==> config.mk <==
export PLATFORM = sky130hd
export DESIGN_NAME = if_id_stage
export DESIGN_NICKNAME = d
export VERILOG_FILES = /design/src/rtl/if_id_stage_pkg.sv /design/src/rtl/if_id_stage_load_use_detect.sv /design/src/rtl/if_id_stage.sv
export SDC_FILE = /design/constraint.sdc
export NUM_CORES = 1
export LEC_CHECK = 0
export CORE_MARGIN = 1
export CORE_UTILIZATION = 40
export DETAILED_ROUTE_END_ITERATION = 12
export PLACE_DENSITY = 0.76
export SLEW_MARGIN = 0
export SYNTH_ARGS = -nofsm -noshare
export SYNTH_HDL_FRONTEND = slang
export SYNTH_SLANG_ARGS = --single-unit
==> constraint.sdc <==
create_clock -name clk -period 2.5 [get_ports clk]
set_input_delay 0.5 -clock clk [delete_from_list [all_inputs] [get_ports clk]]
set_output_delay 0.5 -clock clk [all_outputs]
set_load 0.01 [all_outputs]
==> src/rtl/if_id_stage_pkg.sv <==
// rtl/if_id_stage_pkg.sv - shared field positions, widths and counter helper for the IF/ID stage
package if_id_stage_pkg;

  localparam int INSTR_W = 32;
  localparam int CNT_W   = 32;
  localparam int REG_W   = 5;
  localparam int XZR     = 31;

  localparam int RT_LSB  = 0;
  localparam int RN_LSB  = 5;
  localparam int RM_LSB  = 16;

  localparam logic [CNT_W-1:0] CNT_MAX = '1;

  function automatic logic [CNT_W-1:0] sat_inc(input logic [CNT_W-1:0] v);
    return (v == CNT_MAX) ? v : v + CNT_W'(1);
  endfunction

endpackage

==> src/rtl/if_id_stage_load_use_detect.sv <==
// rtl/if_id_stage_load_use_detect.sv - load-use hazard between the load in EX and the instruction in ID
module load_use_detect
  import if_id_stage_pkg::*;
(
  input  logic [INSTR_W-1:0] instr_D,
  input  logic               valid_D,
  input  logic               memRead_E,
  input  logic [REG_W-1:0]   rd_E,
  output logic               hazard
);

  logic [REG_W-1:0] rn;
  logic [REG_W-1:0] rm;
  logic [REG_W-1:0] rt;
  logic             unused_bits;

  assign rn = instr_D[RN_LSB +: REG_W];
  assign rm = instr_D[RM_LSB +: REG_W];
  assign rt = instr_D[RT_LSB +: REG_W];

  // Opcode/shift bits never name a register; kept only so every input bit is consumed.
  assign unused_bits = ^{instr_D[31:21], instr_D[15:10]};

  // Rt is compared even for formats where it is a destination; a spurious stall is harmless.
  assign hazard = valid_D & memRead_E & (rd_E != REG_W'(XZR)) &
                  ((rd_E == rn) | (rd_E == rm) | (rd_E == rt));

endmodule

==> src/rtl/if_id_stage.sv <==
// rtl/if_id_stage.sv - IF/ID pipeline register with load-use stall, branch flush and event counters
module if_id_stage
  import if_id_stage_pkg::*;
#(
  parameter int size = 64
) (
  input  logic                clk,
  input  logic                reset,
  input  logic [size-1:0]     imem_addr_F,
  input  logic [INSTR_W-1:0]  imem_data_F,
  input  logic                flush_D,
  input  logic                memRead_E,
  input  logic [REG_W-1:0]    rd_E,
  output logic                enable_F,
  output logic [size-1:0]     pc_D,
  output logic [INSTR_W-1:0]  instr_D,
  output logic                valid_D,
  output logic                bubble_D,
  output logic [CNT_W-1:0]    stall_cnt,
  output logic [CNT_W-1:0]    flush_cnt
);

  logic hazard;
  logic stall;

  load_use_detect u_load_use_detect (
    .instr_D   (instr_D),
    .valid_D   (valid_D),
    .memRead_E (memRead_E),
    .rd_E      (rd_E),
    .hazard    (hazard)
  );

  // A taken branch squashes the dependent instruction, so there is nothing left to stall for.
  assign stall    = hazard & ~flush_D;
  assign enable_F = ~stall;
  assign bubble_D = stall | ~valid_D;

  always_ff @(posedge clk or negedge reset) begin
    if (!reset) begin
      pc_D      <= '0;
      instr_D   <= '0;
      valid_D   <= 1'b0;
      stall_cnt <= '0;
      flush_cnt <= '0;
    end else begin
      if (flush_D) begin
        pc_D    <= '0;
        instr_D <= '0;
        valid_D <= 1'b0;
      end else if (!stall) begin
        pc_D    <= imem_addr_F;
        instr_D <= imem_data_F;
        valid_D <= 1'b1;
      end
      if (stall) begin
        stall_cnt <= sat_inc(stall_cnt);
      end
      if (flush_D) begin
        flush_cnt <= sat_inc(flush_cnt);
      end
    end
  end

endmodule

==> results of run 1 <==
==> routing by layer <==
layer	part of all wire	wire, µm	vias to the layer above
li1	-	-	2959
met1	0.42	8270	2956
met2	0.48	9530	198
met3	0.077	1510	29
met4	0.017	341	0
met5	0	0	-
==> synthesized netlist by cell type (2+ instances only) <==
library cell and n:
nand2_1 227, dfrtp_1 161, nand3_1 120, xnor2_1 48
xor2_1 29, nand4_1 20, nor2_1 17, clkbuf_1 12
nor3_1 10, and3_1 9, nor3_2 9, buf_4 8
inv_1 8, buf_1 7, buf_2 7, nor4b_4 4
buf_6 3, nor4_1 3, and2_1 2, and4_1 2
ha_1 2, inv_2 2, mux2_1 2, nand4b_1 2
or3b_1 2
==> flip-flops by register name, indices dropped and copies added (netlist names) <==
| register | flops |
|---|---|
| pc_D | 64 |
| instr_D | 32 |
| stall_cnt | 32 |
| valid_D | 1 |
| flush_cnt | 32 |
==> critical path, cell delays in order, from the launching register on <==
cell and delay [ps]:
dfrtp_1 420, xnor2_1 170, nand3_1 120, o22ai_2 210
o21ba_4 190, inv_4 50, nand2_1 50, dlygate4sd2_1 260
==> timing repair <==
item,in CTS,in global routing
resized for setup,8,0
endpoints found under the setup margin,2,0
hold buffers,0,0
setup buffers,1,0
==> worst max path at each step <==
stage	from	end	slack, ps	cells past startpoint
after detailed placement	rd_E[1]	bubble_D	-430	8
after floorplan	stall_cnt[0]	stall_cnt[1]	430	8
after global placement	rd_E[4]	bubble_D	-390	8
after global routing	instr_D[1]	bubble_D	30	7
after CTS	instr_D[1]	bubble_D	100	7
final	instr_D[1]	bubble_D	120	7
==> layout make-up <==
| class | instances | share of cell area |
|---|---|---|
| timing repair buffer | 291 | 0.268 |
| clock inverter | 11 | 0.0122 |
| clock buffer | 21 | 0.0421 |
| antenna | 1 | 0.000234 |
| multi-input combinational | 523 | 0.271 |
| tap | 225 | 0.0263 |
| inverter | 10 | 0.00374 |
| sequential | 161 | 0.377 |
==> power by group through the flow <==
stage          Clock, mW  Combinational (mW)  Sequential (mW)
3_5_place_dp           0               0.944             2.95
6_report            2.58               0.938             2.92
5_1_grt             2.75                1.02             2.93
2_1_floorplan          0               0.242             3.01
4_1_cts             2.63               0.950             2.91
3_3_place_gp           0               0.929             2.95
==> logic make-up (layout without fill, tap and decap cells) <==
| group | count (synthesis) | in the layout | share of synthesized area |
|---|---|---|---|
| buffers and inverters | 47 | 333 | 0.0333 |
| and+or+nand+nor | 437 | 437 | 0.297 |
| AOI/OAI and AO/OA | 5 | 5 | 0.00508 |
| adders and majority gates | 2 | 2 | 0.00350 |
| muxes | 2 | 2 | 0.00315 |
| other | 0 | 1 | 0 |
| xor gates and xnor gates | 77 | 77 | 0.0943 |
| DFF | 161 | 161 | 0.564 |
==> through the flow <==
step | utilization | setup TNS [ps] | instance area (µm²)
2_1_floorplan | - | 0 | 7150
3_3_place_gp | 0.582 | -13630 | 10100
3_5_place_dp | 0.582 | -18360 | 10100
4_1_cts | 0.616 | 0 | 10700
5_1_grt | 0.616 | 0 | 10700
6_report | 0.616 | 0 | 10700
==> results.md, run 1 <==
- Status: completed
- Fraction of layout cells with a size suffix above 1: 0.0767
- Wire length per cell: 15.8 µm
- DR pass1 iterations: 4
- Worst EP arrival: 1880 ps
- Top FF cell, synth: dfrtp_1
- Post-Route WL: 19600 µm
- Data required, critical path: 2000 ps
- CTS max path bufs: 2
- Reg2Reg Depth: 7
- Final min period: 2380 ps
- CTS tree: built
- Die height: 136 µm
- Hold WS: 65.8 ps
- DP Wirelength: 13900 µm
- Most frequent cells in the layout: clkdlybuf4s50_1 (259), nand2_1 (227), dfrtp_1 (161)
- Crit Path Class: reg -> out
- Row cnt: 48
- Yosys reg bits: 161
- GRT overflow: 0
- Max-Cap Viols: 0
- Chip Width: 136 µm
- Final setup viols: 0
- GRT Util Overall: 0.216
- TritonCTS Buffers: 17
- Met1 Usage GRT: 0.269
- EDFF count, synth: 0
- Detailed Route Iter0 Violations: 312
- CP Capture Type: primary output
- Sequential area share after synthesis: 0.564
- Share of synthesized registers carrying an async set or reset: 1.00
- Pleak: 4.93 nW
- Sw frac: 0.252
- Skew-Pair Late Insertion Delay: 420 ps
- # IOs: 268
- Logic pwr share: 0.146
- Clock Skew: 9.75 ps
- Slew Limit Fails: 0
- Remaining DRCs: 0
- Multi-input logic area: 2890 µm²
- Maximum VDD drop: 0.460 mV
- Sequential Power Share: 0.454
- CTS Sinks: 161
- Via density: 4.94
- Setup WS pre-CTS: -427 ps
- CP Max Fanout: 5
- Largest net degree at the start of global routing: 82
- Final hold vios: 0
- Total power: 6.43 mW
- Detail Route Antenna Nets: 0
- Routed via count: 6142
- Cell internal pwr: 4.81 mW
- Post-synth top area share: 0.564
- Max Freq: 419 MHz
- Initial cell density of the core: 0.412
- Most common cell after layout, fill and taps aside: clkdlybuf4s50_1
- Die area: 18400 µm²
- GRT Max-Usage Layer: met2
- Main area contributors after synthesis: dfrtp_1 (56%), nand2_1 (12%), nand3_1 (8.4%)
- RSZ-0062 raised after global routing: false
- NetSw: 1.62 mW
- Hold Crit Class: in -> async
- Port buffer count: 267
- Number of global-route vias before repair: 6059
- First-pass GRT wire length: 31100 µm
- Avg Cell Area, Syn: 9.78 µm²
- Worst R2R Start: flush_cnt[0]
- Slew HR: 0.442
- Cell variety after synth: 40
- CTS root buf: clkbuf_16
- Core Area: 17400 µm²
- Final worst path period share: 0.954
- Antenna violations before repair: 1
- Reg-to-reg endpoint: flush_cnt[18]
- Yosys top cell by area: dfrtp_1
- Placed Instances: 1209
- Met2 Use GR: 0.354
- Storage element area: 4030 µm²
- Startpoint types: flop
- Pwr dens: 601 nW/µm²
- H-tree depth: 4
- Final Worst Setup Slack: 116 ps
- Area growth syn-to-layout: 49.7%
- Clk network pwr share: 0.401
- Slew of the pin with the lowest slew margin: 837 ps
- Filler instances: 1457
- Clock-pin slew on the worst setup and hold paths: 60 ps
- YS warnings: 0
- Placer Congestion: 0.810
- Post-Synthesis Cells: 731
- Mapped Area: 7150 µm²
- Nets@finish: 1111
- Fin cells: 1243
- Met3 usage: 0.0700
- Syn Nets: 838
- Reg-to-reg slack, setup: 290 ps
No activity file was read; power rests on OpenSTA's default activity.
==> run 2: changes to the inputs <==
--- a/config.mk
+++ b/config.mk
@@ -7,8 +7,10 @@
 export LEC_CHECK = 0
 export CORE_MARGIN = 1
 export CORE_UTILIZATION = 40
+export CTS_CLUSTER_SIZE = 24
 export DETAILED_ROUTE_END_ITERATION = 12
 export PLACE_DENSITY = 0.76
+export RECOVER_POWER = 25
 export SLEW_MARGIN = 0
 export SYNTH_ARGS = -nofsm -noshare
 export SYNTH_HDL_FRONTEND = slang
==> results.md, run 2 (synthesized netlist as in run 1, its figures left out) <==
- Number of global-route vias before repair: 6059 (unchanged)
- Multi-input logic area: 2890 µm² (unchanged)
- Reg-to-reg slack, setup: 290 ps (about the same)
- H-tree depth: 4 (unchanged)
- Placer Congestion: 0.810 (unchanged)
- Most frequent cells in the layout: clkdlybuf4s50_1 (259), nand2_1 (227), dfrtp_1 (161)
- Metal-1 WL: 8290 µm (+0.25%)
- Final min period: 2380 ps (-0.419 ps)
- Hold WS: 464 ps (+398 ps)
- GRT Util Overall: 0.216 (unchanged)
- Failing checks: max-capacitance violations, max-slew violations
- CTS tree: built
- Most flop-heavy register: pc_D
- Chip Width: 136 µm (unchanged)
- Detailed Route Iter0 Violations: 312 (unchanged)
- Fin cells: 1243 (unchanged)
- Max Freq: 420 MHz (about the same)
- CTS root buf: clkbuf_16
- Fraction of layout cells with a size suffix above 1: 0.0767 (unchanged)
- Storage element area: 4030 µm² (unchanged)
- Nets@finish: 1111 (unchanged)
- Status: complete, but fails checks
- Die area: 18400 µm² (unchanged)
- CP Max Fanout: 5 (unchanged)
- Slew of the pin with the lowest slew margin: 2030 ps (+1190 ps)
- Worst EP arrival: 1880 ps (about the same)
- Slew HR: -0.353 (-0.795)
- Detail Route Antenna Nets: 0 (unchanged)
- # IOs: 268 (unchanged)
- Data required, critical path: 2000 ps (about the same)
- Max reg flops: 64 (unchanged)
- Startpoint types: flop
- Placed Instances: 1209 (unchanged)
- Via density: 4.94 (about the same)
- Post-Route WL: 19700 µm (about the same)
- Remaining DRCs: 0 (unchanged)
- Core Area: 17400 µm² (unchanged)
- Final setup viols: 0 (unchanged)
- Hold_buf cts: 0 (unchanged)
- Pwr dens: 602 nW/µm² (+0.17%)
- TritonCTS Buffers: 17 (unchanged)
- Pleak: 4.92 nW (-0.21%)
- Port buffer count: 267 (unchanged)
- Wire length per cell: 15.8 µm (about the same)
- GRT overflow: 0 (unchanged)
- Area growth syn-to-layout: 49.2%
- Routed wl met2: 9520 µm (about the same)
- Clock Skew: 9.82 ps (+0.0768 ps)
- CTS max path bufs: 2 (unchanged)
- DP Wirelength: 13900 µm (unchanged)
- Die height: 136 µm (unchanged)
- Max-Cap Viols: 2 (+2)
- DR top layer: met4
- Post-route core utilization: 0.615 (-0.00173)
- RSZ-0062 raised after global routing: false
- Crit Path Class: reg -> out
- Final hold vios: 0 (unchanged)
- Slew Limit Fails: 163 (+163)
- Clock-pin slew on the worst setup and hold paths: 60 ps (about the same)
- First-pass GRT wire length: 31100 µm (unchanged)
- Maximum VDD drop: 0.458 mV (-0.37%)
- Antenna violations before repair: 1 (unchanged)
- CTS Sinks: 161 (unchanged)
- Metal3 WL: 1510 µm (-0.27%)
- Hold Crit Class: reg -> reg
- Routed via count: 6145 (+0.049%)
- Total power: 6.42 mW (-0.11%)
- Final worst path period share: 0.953 (about the same)
- CP Capture Type: primary output
- Largest net degree at the start of global routing: 82 (unchanged)
- Skew-Pair Late Insertion Delay: 420 ps (about the same)
- Most common cell after layout, fill and taps aside: clkdlybuf4s50_1
- Filler instances: 1461 (+0.27%)
- Initial cell density of the core: 0.412 (unchanged)
- DR pass1 iterations: 4 (unchanged)
- Row cnt: 48 (unchanged)
[run 2: cell types whose count changed in the layout (fill, tap and decap cells not counted)]
cell | previous run | this run
clkbuf_2 | 0 | 2
buf_12 | 2 | 0
[run 2: per-layer routing]
layer  vias to the layer above  GRT usage
met5                         -          0
met4                         0     0.0705
met3                        29     0.0700
met2                       201      0.354
met1                      2956      0.269
li1                       2959          -
[run 2: area by class of cell]
class,count,share of cell area
multi-input cells,523,0.271
well taps,225,0.0264
diodes,1,0.000235
flip-flops and latches,161,0.378
clock inverters,11,0.0122
inverters,10,0.00375
clock buffers,21,0.0422
repair buffers,291,0.266
[run 2: final timing paths]
check	from	end	cells past startpoint
max	instr_D[1]	bubble_D	7
min reg2reg	instr_D[24]	instr_D[24]	2
max reg2reg	flush_cnt[0]	flush_cnt[18]	7
min in group asynchronous	reset	stall_cnt[12]	2
min	instr_D[24]	instr_D[24]	2
max in group asynchronous	reset	pc_D[6]	2
[run 2: timing repair]
action,4_1_cts,5_1_grt
hold endpoints to repair,0,0
endpoints found under the setup margin,2,0
setup buffers,1,0
resized for setup,8,0
[run 2: metrics by stage]
stage | setup slack (ps) | cell area, µm² | TNS (ps)
3_5_place_dp | -427 | 10100 | -18360
5_1_grt | 30.5 | 10700 | 0
4_1_cts | 101 | 10700 | 0
6_report | 116 | 10700 | 0
2_1_floorplan | 434 | 7150 | 0
3_3_place_gp | -386 | 10100 | -13630
[run 2: report_power, final]
group          internal [mW]  leakage, nW  switching [mW]
clock                   1.50        0.259            1.07
sequential              2.76         2.10           0.153
combinational          0.538         2.56           0.394
[run 2: worst max-delay path: stages (launching register included)]
cell and delay (ps):
dfrtp_1 420, xnor2_1 170, nand3_1 120, o22ai_2 210, o21ba_4 190, inv_4 50
nand2_1 50, dlygate4sd2_1 260
